--- src/rtl/vga_overlay_compositor.sv ---
// vga_overlay_compositor: 640x480@60 timing with a 160x120 virtual grid, compositing one HUD overlay over a background.
// Build option: define OVERLAY_BLEND_EN to mix overlay hits 50/50 with the background instead of replacing it.
module vga_overlay_compositor #(
    parameter int H_VISIBLE   = 640,
    parameter int H_FRONT     = 16,
    parameter int H_SYNC      = 96,
    parameter int H_BACK      = 48,
    parameter int V_VISIBLE   = 480,
    parameter int V_FRONT     = 10,
    parameter int V_SYNC      = 2,
    parameter int V_BACK      = 33,
    parameter int SCALE_SHIFT = 2
) (
    input  logic       clk,
    input  logic       resetn,
    input  logic [7:0] bg_r,
    input  logic [7:0] bg_g,
    input  logic [7:0] bg_b,
    input  logic       overlay_on,
    input  logic [7:0] overlay_r,
    input  logic [7:0] overlay_g,
    input  logic [7:0] overlay_b,
    output logic [7:0] vx,
    output logic [7:0] vy,
    output logic       frame_start,
    output logic       VGA_CLK,
    output logic       VGA_HS,
    output logic       VGA_VS,
    output logic       VGA_BLANK_N,
    output logic       VGA_SYNC_N,
    output logic [7:0] VGA_R,
    output logic [7:0] VGA_G,
    output logic [7:0] VGA_B
);

    localparam int H_TOTAL = H_VISIBLE + H_FRONT + H_SYNC + H_BACK;
    localparam int V_TOTAL = V_VISIBLE + V_FRONT + V_SYNC + V_BACK;
    localparam int HW      = $clog2(H_TOTAL);
    localparam int VW      = $clog2(V_TOTAL);

    localparam logic [HW-1:0] H_LAST     = HW'(H_TOTAL - 1);
    localparam logic [HW-1:0] H_ACT_END  = HW'(H_VISIBLE);
    localparam logic [HW-1:0] H_SYNC_BEG = HW'(H_VISIBLE + H_FRONT);
    localparam logic [HW-1:0] H_SYNC_END = HW'(H_VISIBLE + H_FRONT + H_SYNC);
    localparam logic [VW-1:0] V_LAST     = VW'(V_TOTAL - 1);
    localparam logic [VW-1:0] V_ACT_END  = VW'(V_VISIBLE);
    localparam logic [VW-1:0] V_SYNC_BEG = VW'(V_VISIBLE + V_FRONT);
    localparam logic [VW-1:0] V_SYNC_END = VW'(V_VISIBLE + V_FRONT + V_SYNC);

    logic          pix_en;
    logic [HW-1:0] h_cnt;
    logic [HW-1:0] h_next;
    logic [VW-1:0] v_cnt;
    logic [VW-1:0] v_next;
    logic          frame_wrap;
    logic          active0;
    logic          active1;
    logic          hs1;
    logic          vs1;
    logic [7:0]    mix_r;
    logic [7:0]    mix_g;
    logic [7:0]    mix_b;

    assign VGA_SYNC_N = 1'b0;

    always_comb begin
        h_next     = h_cnt + HW'(1);
        v_next     = v_cnt;
        frame_wrap = 1'b0;
        if (h_cnt == H_LAST) begin
            h_next = '0;
            if (v_cnt == V_LAST) begin
                v_next     = '0;
                frame_wrap = 1'b1;
            end else begin
                v_next = v_cnt + VW'(1);
            end
        end
        active0 = (h_cnt < H_ACT_END) && (v_cnt < V_ACT_END);
    end

    // VGA_CLK rises on the non-advancing clk edge, i.e. in the middle of each pixel.
    always_ff @(posedge clk) begin
        if (!resetn) begin
            pix_en  <= 1'b0;
            VGA_CLK <= 1'b0;
        end else begin
            pix_en  <= ~pix_en;
            VGA_CLK <= ~pix_en;
        end
    end

    always_ff @(posedge clk) begin
        if (!resetn) begin
            h_cnt       <= '0;
            v_cnt       <= '0;
            frame_start <= 1'b0;
        end else begin
            frame_start <= 1'b0;
            if (pix_en) begin
                h_cnt       <= h_next;
                v_cnt       <= v_next;
                frame_start <= frame_wrap;
            end
        end
    end

    // Stage 1: virtual coordinates go out here so the overlays have a full pixel to answer.
    always_ff @(posedge clk) begin
        if (!resetn) begin
            active1 <= 1'b0;
            hs1     <= 1'b1;
            vs1     <= 1'b1;
            vx      <= 8'd0;
            vy      <= 8'd0;
        end else if (pix_en) begin
            active1 <= active0;
            hs1     <= !((h_cnt >= H_SYNC_BEG) && (h_cnt < H_SYNC_END));
            vs1     <= !((v_cnt >= V_SYNC_BEG) && (v_cnt < V_SYNC_END));
            vx      <= active0 ? 8'(h_cnt >> SCALE_SHIFT) : 8'd0;
            vy      <= active0 ? 8'(v_cnt >> SCALE_SHIFT) : 8'd0;
        end
    end

    always_comb begin
        mix_r = bg_r;
        mix_g = bg_g;
        mix_b = bg_b;
        if (overlay_on) begin
`ifdef OVERLAY_BLEND_EN
            mix_r = 8'(({1'b0, overlay_r} + {1'b0, bg_r}) >> 1);
            mix_g = 8'(({1'b0, overlay_g} + {1'b0, bg_g}) >> 1);
            mix_b = 8'(({1'b0, overlay_b} + {1'b0, bg_b}) >> 1);
`else
            mix_r = overlay_r;
            mix_g = overlay_g;
            mix_b = overlay_b;
`endif
        end
    end

    // Stage 2: syncs and blank ride along with the colour so they leave the pins together.
    always_ff @(posedge clk) begin
        if (!resetn) begin
            VGA_HS      <= 1'b1;
            VGA_VS      <= 1'b1;
            VGA_BLANK_N <= 1'b0;
            VGA_R       <= 8'd0;
            VGA_G       <= 8'd0;
            VGA_B       <= 8'd0;
        end else if (pix_en) begin
            VGA_HS      <= hs1;
            VGA_VS      <= vs1;
            VGA_BLANK_N <= active1;
            VGA_R       <= active1 ? mix_r : 8'd0;
            VGA_G       <= active1 ? mix_g : 8'd0;
            VGA_B       <= active1 ? mix_b : 8'd0;
        end
    end

endmodule

--- config.mk ---
export PLATFORM = sky130hd
export DESIGN_NAME = vga_overlay_compositor
export DESIGN_NICKNAME = d
export VERILOG_FILES = /design/src/rtl/vga_overlay_compositor.sv
export SDC_FILE = /design/constraint.sdc
export NUM_CORES = 1
export LEC_CHECK = 0
export CORE_ASPECT_RATIO = 0.6
export CORE_MARGIN = 4
export CORE_UTILIZATION = 40
export DETAILED_ROUTE_END_ITERATION = 8
export DONT_BUFFER_PORTS = 1
export SLEW_MARGIN = 20
export SYNTH_ARGS = -nofsm -noshare
export SYNTH_HDL_FRONTEND = slang
export SYNTH_SLANG_ARGS = --single-unit
--- constraint.sdc ---
create_clock -name clk -period 2.35 [get_ports clk]
set_input_delay 0.5875 -clock clk [delete_from_list [all_inputs] [get_ports clk]]
set_output_delay 0.5875 -clock clk [all_outputs]
set_load 0.02 [all_outputs]
==> flow_summary.ini, run 1 <==
[final_layout]
drive_above_1_share_pct = 9.966
layout_commonest_cell = dfxtp_1
synthToLayoutAreaGrowth_pct = 12.62
diodes = 0
fin_nets = 341
final_cell_mix = dfxtp_1, nand2_1, o21ai_0

[critical_path]
crit_type = flop to flop
worstSetupEndpointType = flop
critPathSlowestCell = or4_1
startpoint = h_cnt[0]$_SDFFE_PN0P_
path_buf_inv = 0
path_cells = ha_1, and4_1, nand4_2, or4_1, a21oi_1
cp_max_fo = 14
arrival_ns = 2.34
crit_family = simple AND/OR/NAND/NOR gates
reg2reg_from = h_cnt[0]$_SDFFE_PN0P_
cp-start-kind = flop
critPathMaxStageDelay_ns = 0.60
required_ns = 2.61

[die]
boundaryPins = 97
die_x_microns = 115.7
num_rows = 23
dieArea_sq_um = 8406
die_y_microns = 72.64
core_area_sq_um = 6705
start_util_pct = 41.54

[drt]
drc = 0
vias_per_cell = 5.331
wl_per_cell_microns = 15.99
drt-initial-drc-count = 112
routed-via-count = 2015
drtAntennaViolNets = 0
drt_pass1_iterations = 5
drt-total-wl_mm = 6.044

[clock_network]
cts_buffers = 9
max-clock-path-buffers = 2
cts_max_level = 3
clkSlewWorstSetupHoldPaths_ns = 0.06
cts_tree = done
post-cts-setup-buffers = 0
clock-sinks = 68
worstSkewPairLatency_ns = 0.33
ctsHoldBuffers = 0
postCtsResizedCells = 0
cts_root_buffer = clkbuf_16

[sta]
min_period_ns = 2.078
max_freq_mhz = 481.1
totalNegativeSetupSlack_ns = 0
slew_headroom_pct = 54.38
finalHoldViolCount = 0
clock_skew_ns = 0.008243
rsz0062_at_grt = no
tightest_slew_ns = 0.6826
setup_viol = 0
period_share_pct = 88.44
slew_viol_final = 0
timing.final.ws_setup_ns = 0.2716

[placement]
dp_slack_ns = 0.2476
hpwl_mm = 4.357
gp_congestion = 0.8387
io_buffer_count = 0

[global_route]
grt_pass1_vias = 1818
track_usage_pct = 15.13
grt_max_degree = 45
grt_use_met2_pct = 19.29
met3_usage_pct = 7.954
overflow = 0
use_met1_pct = 20.80
grt-busiest-layer = met1
antenna_found_initial = 0
grt_pass1_wl_mm = 9.453

[power]
seqPwrFrac_pct = 44.4
p_sw_uw = 542.3
ir_drop_uv = 480.6
p_leak_nw = 1.193
swShare_pct = 20.06
p_per_area_nw_per_um2 = 861.9
pwr-share-comb_pct = 3.2
pwr-share-clk_pct = 52.5
p_int_mw = 2.161

[yosys]
yosys.area.top_type_share_pct = 48.88
syn_inst = 289
ys_ff_latch = 68
yosysSeqAreaShare_pct = 48.88
synthTopCellsByArea = dfxtp_1, mux2i_1, o21ai_0
async_flop_share_pct = 0
synth_edf_count = 0
avgSynthCellArea_sq_um = 9.637
yosys_most_used_dff = dfxtp_1
syn_nets = 344
yosysTopAreaCell = dfxtp_1
yosys_warnings = 0
synthesis.area_sq_um = 2785
yosysUniqueCellTypes = 43

[worst_hold_path]
hold_class = input pin to flop
hp-start = resetn

[job]
maxCapViolations = 0

[outcome]
outcome = finished clean
per-stage QoR:
| stage | instance area (sq um) | std cells | util (%) | hold WS (ns) | power, mW |
|---|---|---|---|---|---|
| after floorplan | 2785 | 289 | - | 0.4262 | 1.299 |
| after global placement | 2818 | 362 | 42.02 | 0.4342 | 1.310 |
| after detailed placement | 2818 | 362 | 42.02 | 0.4666 | 1.312 |
| after CTS | 3137 | 378 | 46.78 | 0.3129 | 2.746 |
| after global routing | 3137 | 378 | 46.78 | 0.3156 | 2.825 |
| final | 3137 | 378 | 46.78 | 0.3268 | 2.704 |
kinds of logic (layout without fill, tap and decap cells):
logic type      Yosys count  after routing  share of synthesized area [%]
compound gates           62             62                          13.88
xor+xnor                 10             10                          3.145
fa+ha+maj                 4              4                          1.797
buf+inv                  25             27                          5.166
flops                    68             68                          48.88
mux                      26             26                          9.344
other cells               1              1                         0.1346
simple gates             93             93                          17.65
area by class of cell:
cell class	count	area (sq um)
tap	87	108.9
inverter	6	22.52
sequential	68	1361
multi-input combinational	196	1287
timing repair buffer	5	37.54
clock inverter	4	72.57
clock buffer	12	246.5
fill	659	3568
routing by layer:
metal / vias to the layer above / wire length (microns)
li1: 1020 / -
met5: - / 0
met1: 910 / 2862
met3: 7 / 746
met4: 0 / 98
met2: 78 / 2337
path summary, 6_finish.rpt:
path                                 to  slack [ns]  cells after the start
setup / recovery  v_cnt[9]$_SDFFE_PN0P_        0.27                      5
hold / removal      VGA_VS$_SDFFE_PN1P_        0.33                      1
setup reg to reg  v_cnt[9]$_SDFFE_PN0P_        0.27                      5
hold reg to reg    active1$_SDFFE_PN0P_        0.48                      1
worst reg2reg max path: stages (launching register included):
cell	delay [ns]
dfxtp_1	0.41
ha_1	0.21
and4_1	0.31
nand4_2	0.34
or4_1	0.60
a21oi_1	0.15
power by group through the flow:
stage | Clock (mW) | Combinational (mW) | Sequential, mW
CTS | 1.46 | 0.0874 | 1.20
global route | 1.53 | 0.0981 | 1.20
finish | 1.42 | 0.0861 | 1.20
global placement | 0 | 0.0865 | 1.22
detailed placement | 0 | 0.0877 | 1.22
floorplan | 0 | 0.0768 | 1.22
state kept, by name (all words and copies together) (netlist names):
| register | count |
|---|---|
| pix_en | 1 |
| hs1 | 1 |
| VGA_HS | 1 |
| VGA_R | 8 |
| VGA_BLANK_N | 1 |
| v_cnt | 10 |
| frame_start | 1 |
| active1 | 1 |
| VGA_G | 8 |
| VGA_B | 8 |
| h_cnt | 10 |
| vs1 | 1 |
| vy | 8 |
| vx | 8 |
| VGA_VS | 1 |
Yosys cell counts (5+ instances only):
library cell and n:
nand3_1 7, inv_1 6, a22o_1 13, nand2_1 36
o21ai_0 32, dfxtp_1 68, clkbuf_1 10, nor2_1 15
a21oi_1 9, xor2_1 5, xnor2_1 5, mux2i_1 26
nand4_1 7
Power figures use the tool's default switching activity.
==> run 2, diff against run 1 <==
Settings changed: CAP_MARGIN from default to 20.
==> results of run 2 <==
The final DEF is identical to that of run 1; final timing and power are the same.
==> run 3, diff against run 2 <==
Settings changed: HOLD_SLACK_MARGIN from default to 0.12.
==> results of run 3 <==
The final DEF is identical to that of run 1; final timing and power are the same.
